<file path="src/rtl/scoreboard_pkg.sv">
// Shared definitions for the BCD-to-binary converter.
//
// Contents:
//   BCD_DIGIT_W   - width of one packed BCD digit (4)
//   state_e       - converter FSM state encoding
//   digit_invalid - true when a 4-bit BCD digit holds a value above 9
package scoreboard_pkg;

    localparam int unsigned BCD_DIGIT_W = 4;

    typedef enum logic [1:0] {
        ST_IDLE    = 2'd0,
        ST_CONVERT = 2'd1,
        ST_DONE    = 2'd2
    } state_e;

    function automatic logic digit_invalid(input logic [BCD_DIGIT_W-1:0] digit);
        return digit > 4'd9;
    endfunction

endpackage

</file>
<file path="src/rtl/bcd_digit_adjust.sv">
// Per-digit correction step of the reverse double-dabble algorithm.
// After a right shift, a digit that reads 8 or more has received a bit
// worth 10 from the digit above it; subtracting 3 restores the correct
// BCD value (16/2 = 8 shifted in, 10/2 = 5 wanted, 8 - 5 = 3).
//
// Ports:
//   digit_i - shifted BCD digit
//   digit_o - corrected BCD digit
module bcd_digit_adjust
    import scoreboard_pkg::*;
(
    input  logic [BCD_DIGIT_W-1:0] digit_i,
    output logic [BCD_DIGIT_W-1:0] digit_o
);

    assign digit_o = (digit_i >= 4'd8) ? (digit_i - 4'd3) : digit_i;

endmodule

</file>
<file path="src/rtl/bcd_to_binary.sv">
// Sequential packed-BCD to unsigned binary converter (reverse double-dabble).
// A conversion takes OUTPUT_LENGTH cycles in CONVERT, one bit per cycle,
// followed by a single DONE cycle in which completed is high.
//
// State table:
//   IDLE    | waiting for start
//   CONVERT | shifting/adjusting, one result bit per cycle (busy high)
//   DONE    | result just loaded into binary (completed high for one cycle)
//
// Ports:
//   clock       - single clock, rising edge
//   reset_n     - asynchronous active-low reset
//   start       - request conversion of bcd (ignored while converting)
//   bcd         - packed BCD input, digit 0 in bits [3:0]
//   binary      - registered result of the last completed conversion
//   completed   - one-cycle pulse when binary is updated
//   busy        - high while a conversion is in progress
//   digit_error - an input digit was above 9, valid with completed
//
// Build option:
//   BCD_TO_BINARY_DIGIT_CHECK_EN - when defined, captured digits are checked
//   and digit_error reports invalid input; otherwise digit_error is tied 0.
module bcd_to_binary
    import scoreboard_pkg::*;
#(
    parameter int N_DIGITS      = 2,
    parameter int OUTPUT_LENGTH = 8
) (
    input  logic                            clock,
    input  logic                            reset_n,
    input  logic                            start,
    input  logic [N_DIGITS*BCD_DIGIT_W-1:0] bcd,
    output logic [OUTPUT_LENGTH-1:0]        binary,
    output logic                            completed,
    output logic                            busy,
    output logic                            digit_error
);

    localparam int BCD_W = N_DIGITS * BCD_DIGIT_W;
    localparam int CNT_W = $clog2(OUTPUT_LENGTH + 1);
    localparam logic [CNT_W-1:0] LAST_SHIFT = CNT_W'(OUTPUT_LENGTH - 1);

    state_e                   state_q, state_d;
    logic [BCD_W-1:0]         work_q, work_d;
    logic [OUTPUT_LENGTH-1:0] part_q, part_d;
    logic [CNT_W-1:0]         cnt_q, cnt_d;
    logic [OUTPUT_LENGTH-1:0] binary_q, binary_d;

    logic [BCD_W+OUTPUT_LENGTH-1:0] shift_w;
    logic [BCD_W-1:0]               work_shift;
    logic [BCD_W-1:0]               work_adj;
    logic [OUTPUT_LENGTH-1:0]       part_shift;
    logic                           capture;
    logic                           finish;

    // The working BCD and the partial binary shift as one long register;
    // bits leaving the bottom of the BCD field enter the top of the result.
    assign shift_w    = {work_q, part_q} >> 1;
    assign work_shift = shift_w[BCD_W+OUTPUT_LENGTH-1:OUTPUT_LENGTH];
    assign part_shift = shift_w[OUTPUT_LENGTH-1:0];

    for (genvar g = 0; g < N_DIGITS; g++) begin : g_adj
        bcd_digit_adjust u_adj (
            .digit_i (work_shift[g*BCD_DIGIT_W +: BCD_DIGIT_W]),
            .digit_o (work_adj[g*BCD_DIGIT_W +: BCD_DIGIT_W])
        );
    end

    assign capture = start && ((state_q == ST_IDLE) || (state_q == ST_DONE));
    assign finish  = (state_q == ST_CONVERT) && (cnt_q == LAST_SHIFT);

    always_comb begin
        state_d  = state_q;
        work_d   = work_q;
        part_d   = part_q;
        cnt_d    = cnt_q;
        binary_d = binary_q;
        case (state_q)
            ST_IDLE, ST_DONE: begin
                if (capture) begin
                    work_d  = bcd;
                    part_d  = '0;
                    cnt_d   = '0;
                    state_d = ST_CONVERT;
                end else begin
                    state_d = ST_IDLE;
                end
            end
            ST_CONVERT: begin
                work_d = work_adj;
                part_d = part_shift;
                cnt_d  = cnt_q + CNT_W'(1);
                if (finish) begin
                    // Load from the freshly shifted value so the result is
                    // ready exactly OUTPUT_LENGTH edges after capture.
                    binary_d = part_shift;
                    state_d  = ST_DONE;
                end
            end
            default: state_d = ST_IDLE;
        endcase
    end

    always_ff @(posedge clock or negedge reset_n) begin
        if (!reset_n) begin
            state_q  <= ST_IDLE;
            work_q   <= '0;
            part_q   <= '0;
            cnt_q    <= '0;
            binary_q <= '0;
        end else begin
            state_q  <= state_d;
            work_q   <= work_d;
            part_q   <= part_d;
            cnt_q    <= cnt_d;
            binary_q <= binary_d;
        end
    end

    assign binary    = binary_q;
    assign busy      = (state_q == ST_CONVERT);
    assign completed = (state_q == ST_DONE);

`ifdef BCD_TO_BINARY_DIGIT_CHECK_EN
    logic bad_any;
    logic bad_q, bad_d;
    logic derr_q, derr_d;

    always_comb begin
        bad_any = 1'b0;
        for (int i = 0; i < N_DIGITS; i++) begin
            if (digit_invalid(bcd[i*BCD_DIGIT_W +: BCD_DIGIT_W])) begin
                bad_any = 1'b1;
            end
        end
    end

    // The flag is taken at capture and only published on entry to DONE,
    // so it lines up with completed and ignores later bcd changes.
    always_comb begin
        bad_d  = bad_q;
        derr_d = 1'b0;
        if (capture) begin
            bad_d = bad_any;
        end
        if (finish) begin
            derr_d = bad_q;
        end
    end

    always_ff @(posedge clock or negedge reset_n) begin
        if (!reset_n) begin
            bad_q  <= 1'b0;
            derr_q <= 1'b0;
        end else begin
            bad_q  <= bad_d;
            derr_q <= derr_d;
        end
    end

    assign digit_error = derr_q;
`else
    assign digit_error = 1'b0;
`endif

endmodule

</file>
<file path="config.mk">
export PLATFORM = sky130hd
export DESIGN_NAME = bcd_to_binary
export DESIGN_NICKNAME = d
export VERILOG_FILES = /design/src/rtl/scoreboard_pkg.sv /design/src/rtl/bcd_digit_adjust.sv /design/src/rtl/bcd_to_binary.sv
export SDC_FILE = /design/constraint.sdc
export NUM_CORES = 1
export LEC_CHECK = 0
export ABC_AREA = 1
export CAP_MARGIN = 20
export CORE_UTILIZATION = 54
export CTS_BUF_LIST = sky130_fd_sc_hd__clkbuf_4 sky130_fd_sc_hd__clkbuf_8
export CTS_CLUSTER_DIAMETER = 150
export DETAILED_ROUTE_END_ITERATION = 8
export GPL_TIMING_DRIVEN = 1
export HOLD_SLACK_MARGIN = 0.08
export PLACE_DENSITY_LB_ADDON = 0.3
export SETUP_SLACK_MARGIN = 0.15
export SYNTH_ARGS = -nofsm -noshare
export SYNTH_HDL_FRONTEND = slang
export SYNTH_SLANG_ARGS = --single-unit
</file>
<file path="constraint.sdc">
create_clock -name clock -period 1.6 [get_ports clock]
set_input_delay 0.4 -clock clock [delete_from_list [all_inputs] [get_ports clock]]
set_output_delay 0.4 -clock clock [all_outputs]
set_load 0.05 [all_outputs]
</file>
==> results of run 1 <==
[layout make-up]
type / count / area share [%]
Sequential cell: 29 / 41.50
Multi-Input combinational cell: 95 / 29.36
Timing Repair Buffer: 25 / 19.29
Inverter: 18 / 3.857
Clock buffer: 7 / 3.714
Tap cell: 28 / 2.000
Clock inverter: 1 / 0.2857
[cells in the mapped netlist]
| cell | count |
|---|---|
| a21oi_1 | 2 |
| buf_4 | 2 |
| buf_6 | 1 |
| conb_1 | 1 |
| dfrtp_1 | 29 |
| ha_1 | 3 |
| inv_1 | 16 |
| inv_2 | 2 |
| nand2_1 | 44 |
| nand2_2 | 2 |
| nand2_4 | 2 |
| nand3_1 | 9 |
| nand3b_1 | 1 |
| nand4_1 | 1 |
| nor2_1 | 7 |
| nor2_2 | 1 |
| nor2_4 | 1 |
| nor3_1 | 1 |
| o21ai_0 | 2 |
| o21ai_1 | 1 |
| o21ai_2 | 8 |
| o21bai_1 | 1 |
| o22ai_1 | 7 |
[logic make-up (layout without fill, tap and decap cells)]
kind of cell | after synthesis | after routing | synth area share (%)
compound gates | 21 | 21 | 11.13
fa+ha+maj | 3 | 3 | 2.855
buf+inv | 21 | 51 | 7.136
flops | 29 | 29 | 55.19
other cells | 1 | 1 | 0.2852
simple gates | 69 | 70 | 23.41
[state kept, by name, indices dropped and copies added (netlist names)]
| register | cells |
|---|---|
| cnt_q | 4 |
| state_q | 2 |
| binary | 8 |
| work_q | 8 |
| part_q | 7 |
[power breakdown]
group          total (mW)  leakage (nW)  internal [mW]  switching, mW
combinational        2.00         0.463          0.844           1.16
sequential           1.35         0.367           1.05          0.300
clock               0.503        0.0413          0.254          0.248
total                3.85         0.871           2.15           1.71
[path summary, 6_finish.rpt]
check / startpoint / endpoint / slack, ns
worst max-delay path: state_q[0]$_DFFE_PN0P_ / busy / 0.08
worst min-delay path: reset_n / part_q[1]$_DFFE_PN0P_ / 0.45
worst max register to register: cnt_q[0]$_DFFE_PN0P_ / binary[6]$_DFFE_PN0P_ / 0.27
worst min register to register: work_q[6]$_DFFE_PN0P_ / work_q[6]$_DFFE_PN0P_ / 0.49
max in group asynchronous: reset_n / state_q[0]$_DFFE_PN0P_ / 0.86
min in group clock: work_q[6]$_DFFE_PN0P_ / work_q[6]$_DFFE_PN0P_ / 0.49
[cells in the final DEF (no fill, tap or decap), drive strengths merged, types with 7 or more instances in the layout]
master	netlist	routed
buf	3	15
clkbuf	0	7
inv	18	18
o21ai	11	11
nand2	48	49
o22ai	7	7
nand3	9	9
nor2	9	9
clkdlybuf4s50	0	10
dfrtp	29	29
[worst max-delay path: cells and delay by family (launching register included)]
family	cells	cell delay, ns
DFF	1	0.44
buffers and inverters	2	0.22
and+or+nand+nor	1	0.14
[per-layer routing]
metal / vias up / track usage, % / share of wire, %
li1: 517 / - / -
met1: 550 / 31.84 / 43
met2: 21 / 41.01 / 52
met3: 2 / 5.655 / 4.1
met4: 0 / 15.32 / 1.0
met5: - / 0 / 0
[per-stage QoR]
stage	utilization, %	cell area [um2]	hold slack, ns
finish	77.69	1752	0.4550
global route	77.69	1752	0.4938
CTS	76.58	1727	0.4590
detailed placement	73.14	1649	0.4698
global placement	73.14	1649	0.4640
floorplan	-	1318	0.1044
[what timing repair did]
item / in CTS / in global routing
setup endpoints to repair: 2 / 10
pin swaps: 2 / 3
gates cloned: 0 / 1
buffers inserted: 1 / 1
gates resized for setup: 0 / 4
==> results.md, run 1 <==
- Net count after synthesis: 158
- CTS tree: yes
- Fin cells: 203
- Clk sinks: 29
- Die ar.: 0.002636 mm2
- N_diodes: 0
- Yosys top cell area share: 55.19%
- Largest area contributor in the netlist: dfrtp_1
- Root Buffer: clkbuf_4
- Vias: 1,090
- Cell depth of the worst flop-to-flop path: 5
- Die H: 51.35 um
- Skew-Pair Late Insertion Delay: 0.32 ns
- Syn. warnings: 0
- Pleak: 0.8713 nW
- Core area: 0.002255 mm2
- Maximum VDD drop: 1.607 mV
- Post-Place Setup Slack: 0.07140 ns
- Largest net degree at the start of global routing: 30
- Placed cells: 192
- Maximum fanout along the worst path: 4
- Max H-tree Level: 2
- Skew final: 0.01048 ns
- Drt pass-1 iters: 4
- Congestion Overflow GR: 0
- Initial antenna violation count: 0
- First-pass GRT wire length: 4733 um
- Chip width: between 50 and 60 um
- Max Cap Viol: 0
- Synth Instances: between 100 and 150
- Critical path arrival: ~1.1 ns
- Crit path cell chain: inv_2 > nor2_4 > buf_12
- Gr usage total: 25.70%
- Crit start category: flip-flop
- Req. time, crit path: approximately 1.2 ns
- Final Wtd Congestion: 0.8149
- Power per cell area: 2201 mW/mm2
- Initial detailed-routing violation count: 27
- Synthesized area: 0.001315 mm2
- Filler cells: 157
- Max Fclk: 656.9 MHz
- Status: finished clean
- Wirelength per Cell: 14.19 um
- Seq cells post-synth: 29
- Final Hold Viols: 0
- Register area: between 700 and 800 um2
- HP Class: in -> async
- Kind of critical path: reg -> out
- Total power draw: 3.855 mW
- Vias in the first global route: 1,044
- Row count: 17
- Worst-path clk slew: about 0.090 ns
- Worst path slowest cell: dfrtp_2
- Hpwl dp: 2004 um
- Port bufs: 20
- IO Pins: 22
- Antenna Nets Post-Route: 0
- Final worst path period share: 95.15%
- Multi-input gate area: 514.2 um2
- Tmin final: ~1.5 ns
- CTS Hold Bufs: 0
- Max clock buf depth: 2
- Setup TNS: 0 ns
- Residual DRC: 0
- Sequential cell area fraction in the yosys report: 55.19%
- RSZ-0062 raised after global routing: yes
- Largest stage delay on the critical path: 0.44 ns
- Starting Density: 58.32%
- TritonCTS Buffers: 5
- Share of layout cells above drive strength 1: 24.57%
- Area growth, synth to finish: 33.21%
- WL final: 2881 um
- Yosys cell types: 23
- Final setup vio count: 0
- Nets@finish: 188
- Via density: about 5.4
- Top post-synthesis cells by area: dfrtp_1, nand2_1, o21ai_2
- Syn avg cell area: 9.132 um2
- Crit end category: output port
- Setup ws final: 0.07765 ns
- Final Max Slew Viols: 0
No activity file was read; power rests on OpenSTA's default activity.
==> run 2, diff against run 1 <==
ABC_CLOCK_PERIOD_IN_PS = 1600   (was not set)
CAP_MARGIN = not set   (was 20)
==> results of run 2 <==
Final layout, timing and power as in run 1 (identical DEF).
